## src/rtl/indep_stim_pkg.sv

```systemverilog
// Shared types and constants for the indep stimulus driver and its program store.
package indep_stim_pkg;

  localparam int unsigned CRST_CYCLES  = 2;
  localparam int unsigned MISMATCH_MAX = 255;

  typedef enum logic [2:0] {
    StIdle,
    StCrst,
    StRel,
    StRun,
    StDrain,
    StFin
  } stim_state_e;

  // One program step: stimulus, key bit, expected Mealy word and compare mask.
  typedef struct packed {
    logic [5:0]  x;
    logic        key;
    logic [22:0] exp;
    logic [22:0] mask;
  } stim_step_t;

endpackage

```

## src/rtl/indep_stim_ram.sv

```systemverilog
// Program store: DEPTH x 53-bit simple-dual-port RAM, synchronous write, asynchronous read.
module indep_stim_ram
  import indep_stim_pkg::*;
#(
  parameter int unsigned DEPTH = 32,
  parameter int unsigned AW    = $clog2(DEPTH)
) (
  input  logic          clk,
  input  logic          we,
  input  logic [AW-1:0] waddr,
  input  stim_step_t    wdata,
  input  logic [AW-1:0] raddr,
  output stim_step_t    rdata
);

  stim_step_t mem [DEPTH];

  always_ff @(posedge clk) begin
    if (we) begin
      mem[waddr] <= wdata;
    end
  end

  assign rdata = mem[raddr];

endmodule

```

## src/rtl/indep_stim_driver.sv

```systemverilog
// Step-program sequencer and masked response checker for the indep controller.
// Define STIM_STOP_ON_FAIL_EN to end a run at its first mismatching step.
module indep_stim_driver
  import indep_stim_pkg::*;
#(
  parameter int unsigned DEPTH = 32,
  parameter int unsigned AW    = $clog2(DEPTH)
) (
  input  logic          clk,
  input  logic          rst,
  input  logic          prog_we,
  input  logic [AW-1:0] prog_addr,
  input  logic [5:0]    prog_x,
  input  logic          prog_key,
  input  logic [22:0]   prog_exp,
  input  logic [22:0]   prog_mask,
  input  logic [AW:0]   run_len,
  input  logic          start,
  output logic          ctrl_rst,
  output logic [5:0]    x,
  output logic          keyinput0,
  input  logic [22:0]   y,
  output logic          busy,
  output logic          done,
  output logic          pass,
  output logic [7:0]    mismatch_cnt,
  output logic [AW-1:0] fail_step
);

`ifdef STIM_STOP_ON_FAIL_EN
  localparam bit StopOnFail = 1'b1;
`else
  localparam bit StopOnFail = 1'b0;
`endif

  localparam logic [AW:0] LenOne = (AW+1)'(1);

  stim_state_e   state_q, state_d;
  logic [1:0]    crst_cnt_q, crst_cnt_d;
  logic [AW-1:0] idx_q, idx_d;
  logic [AW:0]   len_q;

  stim_step_t    wr_step, rd_step;
  logic          ctrl_rst_q, key_q;
  logic [5:0]    x_q;
  logic          cmp_vld_q;
  logic [22:0]   cmp_exp_q, cmp_mask_q, y_cap_q;
  logic [AW-1:0] cmp_idx_q;
  logic          pass_q;
  logic [7:0]    cnt_q;
  logic [AW-1:0] fail_q;
  logic          mis, last_step, launch;

  assign wr_step = '{x: prog_x, key: prog_key, exp: prog_exp, mask: prog_mask};

  // Read address follows the next index so the step lands on x at the same edge.
  indep_stim_ram #(
    .DEPTH (DEPTH),
    .AW    (AW)
  ) u_ram (
    .clk   (clk),
    .we    (prog_we & ~busy),
    .waddr (prog_addr),
    .wdata (wr_step),
    .raddr (idx_d),
    .rdata (rd_step)
  );

  assign mis       = cmp_vld_q & (|((y_cap_q ^ cmp_exp_q) & cmp_mask_q));
  assign last_step = ({1'b0, idx_q} == (len_q - LenOne));
  assign launch    = (state_q == StIdle) & start;

  always_ff @(posedge clk or posedge rst) begin
    if (rst) begin
      state_q    <= StIdle;
      crst_cnt_q <= '0;
      idx_q      <= '0;
    end else begin
      state_q    <= state_d;
      crst_cnt_q <= crst_cnt_d;
      idx_q      <= idx_d;
    end
  end

  always_comb begin
    state_d    = state_q;
    crst_cnt_d = crst_cnt_q;
    idx_d      = idx_q;
    unique case (state_q)
      StIdle: begin
        if (start) begin
          state_d    = StCrst;
          crst_cnt_d = '0;
        end
      end
      StCrst: begin
        if (crst_cnt_q == 2'(CRST_CYCLES - 1)) begin
          state_d = StRel;
        end else begin
          crst_cnt_d = crst_cnt_q + 2'd1;
        end
      end
      StRel: begin
        idx_d   = '0;
        state_d = (len_q == '0) ? StFin : StRun;
      end
      StRun: begin
        if (last_step || (StopOnFail && mis)) begin
          state_d = StDrain;
        end else begin
          idx_d = idx_q + AW'(1);
        end
      end
      StDrain: state_d = StFin;
      StFin:   state_d = StIdle;
      default: state_d = StIdle;
    endcase
  end

  always_comb begin
    busy = (state_q != StIdle);
    done = (state_q == StFin);
  end

  always_ff @(posedge clk or posedge rst) begin
    if (rst) begin
      ctrl_rst_q <= 1'b1;
      x_q        <= '0;
      key_q      <= 1'b0;
      cmp_vld_q  <= 1'b0;
      cmp_exp_q  <= '0;
      cmp_mask_q <= '0;
      cmp_idx_q  <= '0;
    end else begin
      ctrl_rst_q <= (state_d == StCrst);
      cmp_vld_q  <= (state_d == StRun);
      cmp_idx_q  <= idx_d;
      if (state_d == StRun) begin
        x_q        <= rd_step.x;
        key_q      <= rd_step.key;
        cmp_exp_q  <= rd_step.exp;
        cmp_mask_q <= rd_step.mask;
      end else begin
        x_q   <= '0;
        key_q <= 1'b0;
      end
    end
  end

  // The controller advances on the falling edge; sample its Mealy word there.
  always_ff @(negedge clk or posedge rst) begin
    if (rst) begin
      y_cap_q <= '0;
    end else begin
      y_cap_q <= y;
    end
  end

  // pass_q still set means no mismatch yet this run, so it also gates fail_step.
  always_ff @(posedge clk or posedge rst) begin
    if (rst) begin
      pass_q <= 1'b0;
      cnt_q  <= '0;
      fail_q <= '0;
      len_q  <= '0;
    end else if (launch) begin
      pass_q <= 1'b1;
      cnt_q  <= '0;
      fail_q <= '0;
      len_q  <= run_len;
    end else if (mis) begin
      pass_q <= 1'b0;
      if (cnt_q != 8'(MISMATCH_MAX)) begin
        cnt_q <= cnt_q + 8'd1;
      end
      if (pass_q) begin
        fail_q <= cmp_idx_q;
      end
    end
  end

  assign ctrl_rst     = ctrl_rst_q;
  assign x            = x_q;
  assign keyinput0    = key_q;
  assign pass         = pass_q;
  assign mismatch_cnt = cnt_q;
  assign fail_step    = fail_q;

endmodule

```

## config.mk

```make
export PLATFORM = sky130hd
export DESIGN_NAME = indep_stim_driver
export DESIGN_NICKNAME = d
export VERILOG_FILES = /design/src/rtl/indep_stim_pkg.sv /design/src/rtl/indep_stim_ram.sv /design/src/rtl/indep_stim_driver.sv
export SDC_FILE = /design/constraint.sdc
export NUM_CORES = 2
export LEC_CHECK = 0
export CORE_UTILIZATION = 55
export CTS_CLUSTER_SIZE = 14
export DETAILED_ROUTE_END_ITERATION = 7
export PLACE_DENSITY = 0.72
export SLEW_MARGIN = 20
export SYNTH_ARGS = -nofsm -noshare
export SYNTH_HDL_FRONTEND = slang
export SYNTH_HIERARCHICAL = 1
export SYNTH_SLANG_ARGS = --single-unit
```

## constraint.sdc

```tcl
create_clock -name clk -period 5.8 [get_ports clk]
set_input_delay 0.87 -clock clk [delete_from_list [all_inputs] [get_ports clk]]
set_output_delay 0.87 -clock clk [all_outputs]
set_load 0.01 [all_outputs]
```

==> results.toml <==
[status]
outcome = "finished, final reports clean"

[clocking]
cts-root-buf = "clkbuf_16"
cts_tree = "yes"
clk_latency_ps = 820
post_cts.repair.setup_buffers = 0
clk_pin_slew_ps = 60
clk_path_buf_depth = 3
cts_buffers = 175
clkSinkCount = 1804
cts_resized = 0
ctsHoldBuffers = 0
htree_levels = 4

[floorplan]
die_width_um = 360
die_area_um2 = 129000
die_y_um = 360
coreArea_um2 = 126000
start_util_pct = 55.7
fp-row-count = 130
io_pins = 115

[routing]
via_count = 38300
routedWlPerCell_um = 30.0
drt_iter0_drc = 5295
wirelength_um = 180000
drc = 0
routed_via_density = 6.38
ant_nets = 0
dr.pass1.iters = 5

[timing]
timing.slew.headroom_pct = 27.9
tightest_slew_ps = 1080
rsz0062_at_grt = "false"
finalClockSkew_ps = 117
hold_slack_ps = 514
setup_ws_ps = 752
tns_ps = 0
setup_violations = 0
hold_violations = 0
slew_viol_final = 0

[global_route]
grt_usage_pct = 27.6
grt_pass1_wl_um = 255000
grt-ovfl-total = 0
grt_max_degree = 104
antenna_found_initial = 20
grt_pass1_vias = 36900

[synthesis]
synth_edf_count = 1696
syn_area_um2 = 70300
synth-xor-area-share_pct = 0.361
synth_top_family_by_area = "multiplexers"
yosys-mux-area-fraction_pct = 13.0
synthDistinctLibCells = 50
ys_warn_count = 6
netlist.area_leader.share_pct = 72.4
synth_most_common_cell = "edfxtp_1"
ys_ff_latch = 1804
synth_simple_gate_area_share_pct = 3.49
ys_async_sr_fraction_pct = 5.99
synthTopCellsByArea = "edfxtp_1, mux2i_1, dfrtp_1"
synthAdderAreaFrac_pct = 0.0890
ys.flop_type = "edfxtp_1"
synth_compound_area_share_pct = 5.10
synth_area_leader_cell = "edfxtp_1"
syn_area_per_cell_um2 = 17.5
syn_inst = 4022
ys_seq_area_share_pct = 76.3
yosys-top-cells-count = "edfxtp_1, mux2i_1, nand2_1, nand3_1, a21oi_1"
synthesis.nets = 4118

[setup_path]
crit_required_ps = 6530
path_max_fanout = 24
critPathCaptureType = "flip-flop"
cp-start-kind = "flip-flop"
worstSetupPathType = "reg -> reg"
cp.arrival_ps = 5780

[cells_and_area]
syn_to_final_growth_pct = 13.3
drive_above_1_share_pct = 10.5
layout.cells.non_filler = 6002
final_nets = 4295
final_cell_area_um2 = 79700

[power_and_ir_drop]
vdd_drop_max_mv = 0.554
p_leak_nw = 26.9
p_per_area_nw_per_um2 = 511

[worst_hold_path]
hold_class = "reg -> reg"

[place]
placed_cells = 5672
port_buffers = 114
place_area_um2 = 74000
place_congestion = 0.816
dp_hpwl_um = 90700
place_ws_ps = 704

[run]
max_cap_viol_count = 0
## power breakdown
group	leakage (nW)	switching (mW)	total [mW]	internal (mW)
Clock	2.74	4.80	11.2	6.36
Sequential	16.5	0.521	15.2	14.6
Combinational	7.59	8.34	14.4	6.06
Total	26.9	13.7	40.7	27.1
## layout make-up
cell class | count | area, um2
Timing Repair Buffer | 227 | 2510
Sequential cell | 1804 | 53600
Fill cell | 8675 | 46600
Multi-Input combinational cell | 1984 | 15800
Tap cell | 1650 | 2060
Antenna cell | 5 | 12.5
Clock inverter | 72 | 816
Clock buffer | 253 | 4830
Inverter | 7 | 30.0
## registers in the layout (all words and copies together) (netlist names)
register,cells
u_ram/mem,1696
cmp_vld_q,1
len_q,6
pass,1
x,6
fail_step,5
crst_cnt_q,2
state_q,3
cmp_idx_q,5
cmp_exp_q,23
ctrl_rst,1
mismatch_cnt,8
cmp_mask_q,23
y_cap_q,23
keyinput0,1
## final timing paths
check,from,endpoint,slack [ps],depth (start not counted)
max,y_cap_q[17],fail_step[3],750,7
min,crst_cnt_q[1],crst_cnt_q[1],510,2
max reg2reg,y_cap_q[17],fail_step[3],750,7
min reg2reg,crst_cnt_q[1],crst_cnt_q[1],510,2
max in group asynchronous,rst,y_cap_q[14],1810,2
min in group asynchronous,rst,cmp_exp_q[19],570,2
## worst max-delay path, stage by stage, from the launching register on
cell and delay (ps):
dfrtn_1 460, xor2_1 470, a22oi_1 160, nand4_1 160, nor3_2 50, buf_4 220
or3b_2 490, a21oi_1 150
## through the flow
stage,power [mW],utilization (%)
2_1_floorplan,25.8,-
3_3_place_gp,29.5,58.6
3_5_place_dp,29.7,58.6
4_1_cts,40.7,63.1
5_1_grt,42.1,63.1
6_report,40.7,63.1
## cells in the final DEF, fill, tap and decap left out, drive strengths merged, types with 2 or more instances in the layout
master | Yosys | final
a211o | 2 | 2
nor3 | 60 | 60
o21ai | 14 | 14
and3 | 10 | 10
nor4b | 2 | 2
a21oi | 170 | 170
nand2b | 5 | 5
clkdlybuf4s50 | 0 | 110
nand3 | 171 | 171
dfrtp | 84 | 84
bufinv | 0 | 12
xnor2 | 2 | 2
clkinvlp | 0 | 2
a31oi | 54 | 54
nand2 | 192 | 192
dfrtn | 23 | 23
mux2i | 850 | 850
nor2b | 4 | 4
mux2 | 47 | 47
edfxtp | 1696 | 1696
o211ai | 4 | 4
buf | 137 | 117
a22oi | 169 | 169
and2 | 5 | 5
a22o | 107 | 107
nand3b | 7 | 7
nor2 | 43 | 43
xor2 | 27 | 27
ha | 5 | 5
inv | 7 | 13
clkbuf | 90 | 253
or3b | 8 | 8
nand4 | 5 | 5
or3 | 9 | 9
diode | 0 | 5
clkinv | 0 | 52
## cells by family (layout without fill, tap and decap cells)
logic type               count (synthesis)  in the layout
flip-flops                            1804           1804
multiplexers                           897            897
AO/OA/AOI/OAI                          528            528
AND/OR/NAND/NOR                        525            525
buffers and inverters                  234            559
XOR/XNOR                                29             29
adder cells (fa/ha/maj)                  5              5
other                                    0              5
## metal layers
metal  share of wire [%]  GRT usage, %
met3                  12          7.46
met2                  46          42.3
met1                  40          38.7
met4                 2.8          8.62
met5               0.073             0
(Power assumes the default switching activity.)
